**src/rtl/dma_pkg.sv**
```systemverilog
// Shared definitions for the DMA engine: command encodings, FSM states and the address step.
package dma_pkg;

    typedef enum logic [1:0] {
        DMA_NOP   = 2'b00,
        DMA_LOAD  = 2'b01,
        DMA_STORE = 2'b10,
        DMA_RSVD  = 2'b11
    } dma_cmd_t;

    typedef enum logic [3:0] {
        IDLE,
        SETUP,
        L_REQ,
        L_WR,
        S_RD,
        S_CAP,
        S_REQ,
        STEP,
        DONE
    } dma_state_t;

    localparam int unsigned ADDR_STEP = 4;

endpackage

```
**src/rtl/dma_engine_if.sv**
```systemverilog
// Core command, SRAM and DRAM-adapter signals of the DMA engine; master is the engine side.
interface dma_engine_if #(
    parameter int unsigned SRAM_AW = 14,
    parameter int unsigned LEN_W   = 10,
    parameter int unsigned DRAM_AW = 32
);
    logic [1:0]         cmd;
    logic [31:0]        srcAddress;
    logic [31:0]        dstAddress;
    logic [LEN_W-1:0]   width;
    logic [31:0]        sramReadData;
    logic [SRAM_AW-1:0] sramAddress;
    logic [31:0]        sramWriteData;
    logic               sramWriteEnable;
    logic [DRAM_AW-1:0] dramAddress;
    logic [31:0]        dramWriteData;
    logic               dramReadEnable;
    logic               dramWriteEnable;
    logic [31:0]        dramReadData;
    logic               dramValid;
    logic               stall;
    logic               done;

    modport master (
        input  cmd, srcAddress, dstAddress, width, sramReadData, dramReadData, dramValid,
        output sramAddress, sramWriteData, sramWriteEnable, dramAddress, dramWriteData,
               dramReadEnable, dramWriteEnable, stall, done
    );

    modport slave (
        output cmd, srcAddress, dstAddress, width, sramReadData, dramReadData, dramValid,
        input  sramAddress, sramWriteData, sramWriteEnable, dramAddress, dramWriteData,
               dramReadEnable, dramWriteEnable, stall, done
    );

endinterface

```
**src/rtl/dma_addr_gen.sv**
```systemverilog
// Word count plus current DRAM byte address and SRAM word address for one DMA run.
module dma_addr_gen
    import dma_pkg::*;
#(
    parameter int unsigned SRAM_AW = 14,
    parameter int unsigned LEN_W   = 10,
    parameter int unsigned DRAM_AW = 32
) (
    input  logic               clk,
    input  logic               reset,
    input  logic               load,
    input  logic               step,
    input  logic [DRAM_AW-1:0] dram_base,
    input  logic [SRAM_AW-1:0] sram_base,
    input  logic [LEN_W-1:0]   count_init,
    output logic [DRAM_AW-1:0] dram_addr,
    output logic [SRAM_AW-1:0] sram_word,
    output logic               last,
    output logic               zero
);
    localparam logic [DRAM_AW-1:0] DRAM_MASK = ~DRAM_AW'(3);

    logic [LEN_W-1:0] count_q;

    // SRAM side is kept as a word address: +1 word wraps exactly like +4 bytes mod 2^(SRAM_AW+2)
    always_ff @(posedge clk) begin
        if (!reset) begin
            count_q   <= '0;
            dram_addr <= '0;
            sram_word <= '0;
        end else if (load) begin
            count_q   <= count_init;
            dram_addr <= dram_base & DRAM_MASK;
            sram_word <= sram_base;
        end else if (step) begin
            count_q   <= count_q - LEN_W'(1);
            dram_addr <= dram_addr + DRAM_AW'(ADDR_STEP);
            sram_word <= sram_word + SRAM_AW'(ADDR_STEP / 4);
        end
    end

    assign last = (count_q == LEN_W'(1));
    assign zero = (count_q == '0);

endmodule

```
**src/rtl/dma_engine.sv**
```systemverilog
// DMA engine moving a contiguous run of 32-bit words between DRAM and core SRAM in either direction.
module dma_engine
    import dma_pkg::*;
#(
    parameter int unsigned SRAM_AW = 14,
    parameter int unsigned LEN_W   = 10,
    parameter int unsigned DRAM_AW = 32
) (
    input  logic        clk,
    input  logic        reset,
    dma_engine_if.master bus
);
    dma_state_t         state_q, state_d;
    logic               dir_store_q;
    logic [31:0]        data_q;
    logic               accept;
    logic               is_store_cmd;
    logic [31:0]        dram_sel;
    logic [31:0]        sram_sel;
    logic [DRAM_AW-1:0] dram_addr;
    logic [SRAM_AW-1:0] sram_word;
    logic               last;
    logic               zero;

    assign is_store_cmd = (bus.cmd == DMA_STORE);
    assign accept       = (state_q == IDLE) && ((bus.cmd == DMA_LOAD) || is_store_cmd);
    assign dram_sel     = is_store_cmd ? bus.dstAddress : bus.srcAddress;
    assign sram_sel     = is_store_cmd ? bus.srcAddress : bus.dstAddress;

    dma_addr_gen #(
        .SRAM_AW (SRAM_AW),
        .LEN_W   (LEN_W),
        .DRAM_AW (DRAM_AW)
    ) u_addr_gen (
        .clk        (clk),
        .reset      (reset),
        .load       (accept),
        .step       (state_q == STEP),
        .dram_base  (DRAM_AW'(dram_sel)),
        .sram_base  (SRAM_AW'(sram_sel >> 2)),
        .count_init (bus.width),
        .dram_addr  (dram_addr),
        .sram_word  (sram_word),
        .last       (last),
        .zero       (zero)
    );

    always_ff @(posedge clk) begin
        if (!reset) begin
            state_q     <= IDLE;
            dir_store_q <= 1'b0;
            data_q      <= '0;
        end else begin
            state_q <= state_d;
            if (accept)
                dir_store_q <= is_store_cmd;
            if (state_q == L_REQ && bus.dramValid)
                data_q <= bus.dramReadData;
            else if (state_q == S_CAP)
                data_q <= bus.sramReadData;
        end
    end

    always_comb begin
        state_d = state_q;
        unique case (state_q)
            IDLE:    if (accept) state_d = SETUP;
            SETUP:   state_d = zero ? DONE : (dir_store_q ? S_RD : L_REQ);
            L_REQ:   if (bus.dramValid) state_d = L_WR;
            L_WR:    state_d = STEP;
            S_RD:    state_d = S_CAP;
            S_CAP:   state_d = S_REQ;
            S_REQ:   if (bus.dramValid) state_d = STEP;
            STEP:    state_d = last ? DONE : (dir_store_q ? S_RD : L_REQ);
            DONE:    state_d = IDLE;
            default: state_d = IDLE;
        endcase
    end

    // Strobes decode from state only, so dramValid never reaches an output combinationally
    assign bus.sramAddress     = sram_word;
    assign bus.sramWriteData   = data_q;
    assign bus.sramWriteEnable = (state_q == L_WR);
    assign bus.dramAddress     = dram_addr;
    assign bus.dramWriteData   = data_q;
    assign bus.dramReadEnable  = (state_q == L_REQ);
    assign bus.dramWriteEnable = (state_q == S_REQ);
    assign bus.stall           = (state_q != IDLE);
    assign bus.done            = (state_q == DONE);

endmodule

```
**src/flat_wrapper.sv**
```systemverilog
// flat-port wrapper written by rule: the top's interface ports become plain ports
module dma_engine_flat import dma_pkg::*;
#(
    parameter int unsigned SRAM_AW = 14,
    parameter int unsigned LEN_W   = 10,
    parameter int unsigned DRAM_AW = 32
)
  (clk, reset, bus_cmd, bus_srcAddress, bus_dstAddress, bus_width, bus_sramReadData, bus_dramReadData, bus_dramValid, bus_sramAddress, bus_sramWriteData, bus_sramWriteEnable, bus_dramAddress, bus_dramWriteData, bus_dramReadEnable, bus_dramWriteEnable, bus_stall, bus_done);
  dma_engine_if #(.SRAM_AW(SRAM_AW), .LEN_W(LEN_W), .DRAM_AW(DRAM_AW)) bus_i ();
  input  logic clk;
  input  logic reset;
  input wire logic [$bits(bus_i.cmd)-1:0] bus_cmd;
  input wire logic [$bits(bus_i.srcAddress)-1:0] bus_srcAddress;
  input wire logic [$bits(bus_i.dstAddress)-1:0] bus_dstAddress;
  input wire logic [$bits(bus_i.width)-1:0] bus_width;
  input wire logic [$bits(bus_i.sramReadData)-1:0] bus_sramReadData;
  input wire logic [$bits(bus_i.dramReadData)-1:0] bus_dramReadData;
  input wire logic [$bits(bus_i.dramValid)-1:0] bus_dramValid;
  output wire logic [$bits(bus_i.sramAddress)-1:0] bus_sramAddress;
  output wire logic [$bits(bus_i.sramWriteData)-1:0] bus_sramWriteData;
  output wire logic [$bits(bus_i.sramWriteEnable)-1:0] bus_sramWriteEnable;
  output wire logic [$bits(bus_i.dramAddress)-1:0] bus_dramAddress;
  output wire logic [$bits(bus_i.dramWriteData)-1:0] bus_dramWriteData;
  output wire logic [$bits(bus_i.dramReadEnable)-1:0] bus_dramReadEnable;
  output wire logic [$bits(bus_i.dramWriteEnable)-1:0] bus_dramWriteEnable;
  output wire logic [$bits(bus_i.stall)-1:0] bus_stall;
  output wire logic [$bits(bus_i.done)-1:0] bus_done;
  assign bus_i.cmd = bus_cmd;
  assign bus_i.srcAddress = bus_srcAddress;
  assign bus_i.dstAddress = bus_dstAddress;
  assign bus_i.width = bus_width;
  assign bus_i.sramReadData = bus_sramReadData;
  assign bus_i.dramReadData = bus_dramReadData;
  assign bus_i.dramValid = bus_dramValid;
  assign bus_sramAddress = bus_i.sramAddress;
  assign bus_sramWriteData = bus_i.sramWriteData;
  assign bus_sramWriteEnable = bus_i.sramWriteEnable;
  assign bus_dramAddress = bus_i.dramAddress;
  assign bus_dramWriteData = bus_i.dramWriteData;
  assign bus_dramReadEnable = bus_i.dramReadEnable;
  assign bus_dramWriteEnable = bus_i.dramWriteEnable;
  assign bus_stall = bus_i.stall;
  assign bus_done = bus_i.done;
  dma_engine #(.SRAM_AW(SRAM_AW), .LEN_W(LEN_W), .DRAM_AW(DRAM_AW)) u_core (.clk(clk), .reset(reset), .bus(bus_i));
endmodule
```
**config.mk**
```make
export PLATFORM = sky130hd
export DESIGN_NAME = dma_engine_flat
export DESIGN_NICKNAME = d
export VERILOG_FILES = /design/src/rtl/dma_pkg.sv /design/src/rtl/dma_engine_if.sv /design/src/rtl/dma_addr_gen.sv /design/src/rtl/dma_engine.sv /design/src/flat_wrapper.sv
export SDC_FILE = /design/constraint.sdc
export NUM_CORES = 1
export LEC_CHECK = 0
export ABC_AREA = 1
export CORE_UTILIZATION = 39
export DETAILED_ROUTE_END_ITERATION = 10
export PLACE_DENSITY = 0.76
export SYNTH_ARGS = -nofsm -noshare
export SYNTH_HDL_FRONTEND = slang
export SYNTH_SLANG_ARGS = --single-unit
```
**constraint.sdc**
```tcl
create_clock -name clk -period 1.35 [get_ports clk]
set_input_delay 0.135 -clock clk [delete_from_list [all_inputs] [get_ports clk]]
set_output_delay 0.135 -clock clk [all_outputs]
set_load 0.01 [all_outputs]
```
# After elaboration in Yosys (flattened, before gate mapping)
# Index checks and enable logic that the tools add are counted.
dict set report classes {
  add_sub_neg 3
  n_eq_ne 14
  n_mux 17
  bitwise 1
  reduce_logical 10
}
# operator count
set ops {}
lappend ops {{$mux 32} 5}
lappend ops {{$add 32x3->32 const B} 1}
lappend ops {{$pmux 4 s8} 1}
lappend ops {{$mux 14} 2}
lappend ops {{$mux 10} 2}
lappend ops {{$mux 4} 5}
lappend ops {{$eq 4x3->1 const B} 4}
lappend ops {{$mux 16} 1}
lappend ops {{$add 14x1->14 const B} 1}
lappend ops {{$eq 10x1->1 const B} 1}
lappend ops {{$logic_not 10->1} 1}
lappend ops {{$sub 10x1->10 const B} 1}
lappend ops {{$eq 4x2->1 const B} 2}
lappend ops {{$eq 4x1->1 const B} 1}
lappend ops {{$eq 4x4->1 const B} 1}
lappend ops {{$logic_not 4->1} 1}
lappend ops {{$ne 2x2->1 const B} 2}
lappend ops {{$reduce_bool 2->1} 2}
lappend ops {{$reduce_bool 4->1} 1}
lappend ops {{$mux 3} 1}
lappend ops {{$reduce_and 3->1} 1}
lappend ops {{$eq 2x1->1 const B} 1}
lappend ops {{$eq 2x2->1 const B} 1}
lappend ops {{$logic_and 1x1->1} 2}
lappend ops {{4 further kinds} 4}
dict set report word_totals {
  regBits 93
  input_bits 143
  output_inout_bits 115
  wordCells 52
}

# Logic depth before layout (Yosys ltp)
dict set report depth {
  word_depth 5
  mapped_depth 11
  ltp_nobuf 10
}

# Modules after synthesis
# A second synthesis with hierarchy kept.
dict set report unflattened {
  cells_unflattened 1027
  hier_area_um2 6388.6
}
# module instances cells_per_inst area_each_um2 seq_area_each_um2
set modules_own_cells {}
lappend modules_own_cells {dma_addr_gen 1 560 3539.6 1081.0}
lappend modules_own_cells {dma_engine 1 467 2849.0 740.7}

# Least setup slack after synthesis
# OpenSTA, ideal clock, no wires.
dict set report synth_path {
  path_kind {reg-to-reg}
  startpoint {reg u_core.u_addr_gen.dram_addr[2]}
  endpoint {reg u_core.u_addr_gen.dram_addr[22]}
  setup_ps 110
  arrival_ps 1408
  required_time_ps 1240
  path_slack_ps -168
  stages_incl_launch_ff 11
  path_buffers 0
  period_less_slack_ps 1518
  cell_sequence {dfxtp_1 -> ha_1 -> nand2_1 -> nor2_1 -> nand2_1 -> nor2_1 -> nand3_1 -> nand2_1 -> nand3_1 -> nand3_1 -> inv_1}
}
dict set report synth_between {
  elab_chain_len 3
}
# item line
set synth_rtl {}
lappend synth_rtl {{from (decl)} dma_addr_gen.sv:16} ;# output logic [DRAM_AW-1:0] dram_addr,
lappend synth_rtl {{from (signal assigned)} dma_addr_gen.sv:33} ;# dram_addr <= dram_base & DRAM_MASK;
lappend synth_rtl {{from (signal assigned)} dma_addr_gen.sv:37} ;# dram_addr <= dram_addr + DRAM_AW'(ADDR_STEP);
lappend synth_rtl {{$add 32x3->32} dma_addr_gen.sv:37}
lappend synth_rtl {{$mux 32} dma_addr_gen.sv:35} ;# end else if (step) begin
lappend synth_rtl {{$mux 32} dma_addr_gen.sv:31} ;# end else if (load) begin
# Every way passes these cells. The select of a mux whose other input is x is not followed.
# A chain may end at the register's enable or synchronous reset.

# Worst setup path after layout
dict set report layout_path {
  startpoint {reg u_core.u_addr_gen.dram_addr[15]}
  endpoint {reg u_core.u_addr_gen.dram_addr[17]}
}
# Same word-level chain as after synthesis.

==> results.md <==
* Setup WS pre-CTS at -612 ps
* Sw Pwr at about 11 mW
* Peak VDD IR at between 0.001 and 0.0015 V
* Seq cells post-synth at between 90 and 100
* PortBufs at between 200 and 300
* Reg2Reg Setup Slack at -420 ps
* Fill count at ~930
* Clk sink count at ~90
* First-pass DRT Iterations at 6
* Min Tclk post-route at 1770 ps
* Synth Flop Type: dfxtp_1
* Routability cong. at about 0.93
* Clk_lat worst skew at about 370 ps
* Overall Power at approximately 23 mW
* R2r worst-path depth at 7
* Setup tns final at -16,480 ps
* Buf+Inv Stages, Crit Path at 1
* Max-cap violation count at 0
* Area leader, netlist: dfxtp_1
* Pin count of the biggest net entering global routing at 33
* Levels on crit path at 7
* Final slew viol count at 0
* Tcrit/Tclk final at 131%
* Internal power at about 13 mW
* # setup viols final at 95
* Synth top area cells: dfxtp_1 30%, nand2_1 17%, nand3_1 6.8%
* Setup ws final at -423 ps
* Final wirelength at approximately 35,000 um
* Synth top cells by count: 270 x nand2_1, 91 x dfxtp_1, 90 x nor2_1
* Via count of the routed design at 9,354
* H-tree levels at 3
* Clock transition at path regs at about 80 ps
* Number of synthesized flops with an enable pin at 0
* Worst-Margin Slew at between 500 and 600 ps
* Core ar. at around 15,000 um2
* Final design utilization at between 70% and 80%
* Dpl hpwl at 17,500 um
* Peak Freq at about 560 MHz
* Hold violation count in the final report at 0
* I/O Pins at around 260
* Critical path's largest stage delay at about 400 ps
* Crit path max-delay family: simple AND/OR/NAND/NOR gates
* CTS tree: built
* Avg WL per Cell at 22.8 um
* Worst setup EP type: flop
* Critical path peak fanout at 3
* Distinct cells, synth at 36
* Net Sw Frac at a little under half
* Initial antenna violation count at 1
* Nets at about 1,500
* Seq/Total Area, Yosys at 30.0%
* Skew final at about 16 ps
* Crit path to: u_core.u_addr_gen.dram_addr[17]
* Clk root buf: clkbuf_16
* Worst EP required at ~1600 ps
* P per Cell Area at ~1900 nW/um2
* Clock Tree Buf Depth at 2
* Crit-path slowest cell: dfxtp_1
* Yosys Warn Count at 0
* Comb pwr share at between 60% and 70%
* Crit path from: u_core.u_addr_gen.dram_addr[15]
* Count leader, synth: nand2_1
* Part of the power in registers at 20.0%
* Post-Syn Area at ~6100 um2
* Leak at roughly 5.2 nW
* Min-Delay Path Class: in -> reg
* Syn_area_per_cell at approximately 6.2 um2
* Normalized max-slew margin at around 65%
* RSZ-0062 raised after global routing: true
* Clock power frac at roughly 14%
* Synthesized instance count at ~980
* Overflow after GRT at 0
* Die X at between 100 and 150 um
* Clock buffer count from CTS at 9
* Via-per-instance ratio at between 6 and 7
* Crit-path cells: nand2_1, nor2_2, nand2_1, nor2_2, xor2_1, o21ai_1, inv_1
* P&R area growth vs syn at 98.9%
* Top cell type's share of synthesized area at a little under a third
* First-pass GRT wire length at approximately 46,000 um
* Asr flop ratio synth at 0%
* Die Height at 127 um
* Hold Startpoint: bus_width[0]
* Violated checks: negative setup slack
* Worst R2R End: u_core.u_addr_gen.dram_addr[17]
* Worst setup SP type: flop
* Starting Density at between 30% and 40%
* DRC viols at 0
* Post-route ant nets at 0
* Layout cells sized above 1 at around 37%
* Global-route usage over all layers at 36.7%
* Die area at approximately 16,000 um2
* Crit Path Class: reg -> reg
* CP arrival at 2030 ps
* Reg2reg start: u_core.u_addr_gen.dram_addr[15]
* Num rows at 45
* Vias in the first global route at roughly 8,600
* Outcome: finished, violations left
* DRT iter0 DRCs at about 1,100
* N_diodes at 0
how the worst min path moves through the flow:
stage	end	cells after the start	slack, ps
global placement	u_core.state_q[2]	2	430
global route	u_core.bus.dramWriteData[17]	3	360
detailed placement	u_core.state_q[2]	2	450
finish	u_core.u_addr_gen.count_q[0]	3	360
floorplan	u_core.u_addr_gen.count_q[6]	2	300
CTS	u_core.u_addr_gen.count_q[0]	3	340
kinds of logic after synthesis:
group                    share of synthesized area (%)
adder cells (fa/ha/maj)                           1.24
buffers and inverters                             13.3
XOR/XNOR                                          1.73
AO/OA/AOI/OAI                                     17.0
flip-flops                                        30.0
AND/OR/NAND/NOR                                   36.6
other                                           0.0618
routing by layer:
metal	track usage, %	vias to the layer above	share of wire [%]
met4	24.8	0	8.3
met2	62.3	866	46
met5	0	-	0
met3	8.69	257	13
li1	-	3974	-
met1	41.0	4257	33
registers in the layout, indices dropped and copies added (netlist names):
name,flops
u_core.bus.dramWriteData,32
u_core.dir_store_q,1
u_core.state_q,4
u_core.u_addr_gen.count_q,10
u_core.u_addr_gen.dram_addr,30
u_core.u_addr_gen.sram_word,14
tightest hold or removal path, delay by kind of cell:
family                 cells  cell delay, ps
buffers and inverters      1             390
AO/OA/AOI/OAI              1              70
AND/OR/NAND/NOR            1              60
stage by stage:
step	hold WS (ps)	instances	area, um2
finish	357	1525	12100
global route	363	1525	12100
CTS	342	1516	11300
floorplan	302	982	6120
detailed placement	452	1444	9390
global placement	433	1444	9390
what timing repair did:
item | 4_1_cts | 5_1_grt
setup endpoints to repair | 201 | 97
hold buffers | 0 | 0
cloned | 23 | 2
pin swaps | 64 | 81
buffers inserted | 33 | 18
gates resized for setup | 396 | 206
endpoints found under the hold margin | 0 | 0
layout by cell type, fill, tap and decap left out, types with 12 or more instances in the layout:
cell / Yosys / final
a21oi_1: 41 / 16
a21oi_2: 0 / 25
a31oi_1: 48 / 37
buf_12: 0 / 26
buf_16: 0 / 15
buf_4: 38 / 108
buf_6: 0 / 22
clkdlybuf4s50_1: 0 / 136
dfxtp_1: 91 / 55
dfxtp_2: 0 / 29
dlygate4sd2_1: 0 / 108
inv_1: 69 / 62
nand2_1: 270 / 198
nand2_2: 0 / 47
nand2_4: 0 / 24
nand3_1: 82 / 56
nand3_2: 1 / 23
nand4_1: 42 / 42
nor2_1: 90 / 54
nor2_2: 4 / 20
nor2_4: 2 / 22
o211ai_1: 12 / 12
o21ai_0: 67 / 24
o21ai_2: 0 / 34
cell type report:
type                       count  area (um2)  share of cell area [%]
multi-input combinational    720        4710                    39.1
timing repair buffer         429        4480                    37.1
sequential                    91        1880                    15.6
inverter                      77         319                    2.64
clock buffer                  13         282                    2.33
tap                          188         235                    1.95
clock inverter                 3        90.1                   0.747
timing repair inverter         4        61.3                   0.508
power by group through the flow:
stage	clock (mW)	combinational, mW	sequential [mW]
floorplan	0	4.21	4.60
global placement	0	8.83	4.39
detailed placement	0	8.93	4.39
CTS	3.20	13.4	4.47
global route	3.35	16.0	4.71
finish	3.27	15.4	4.66
No activity file was read; power rests on OpenSTA's default activity.
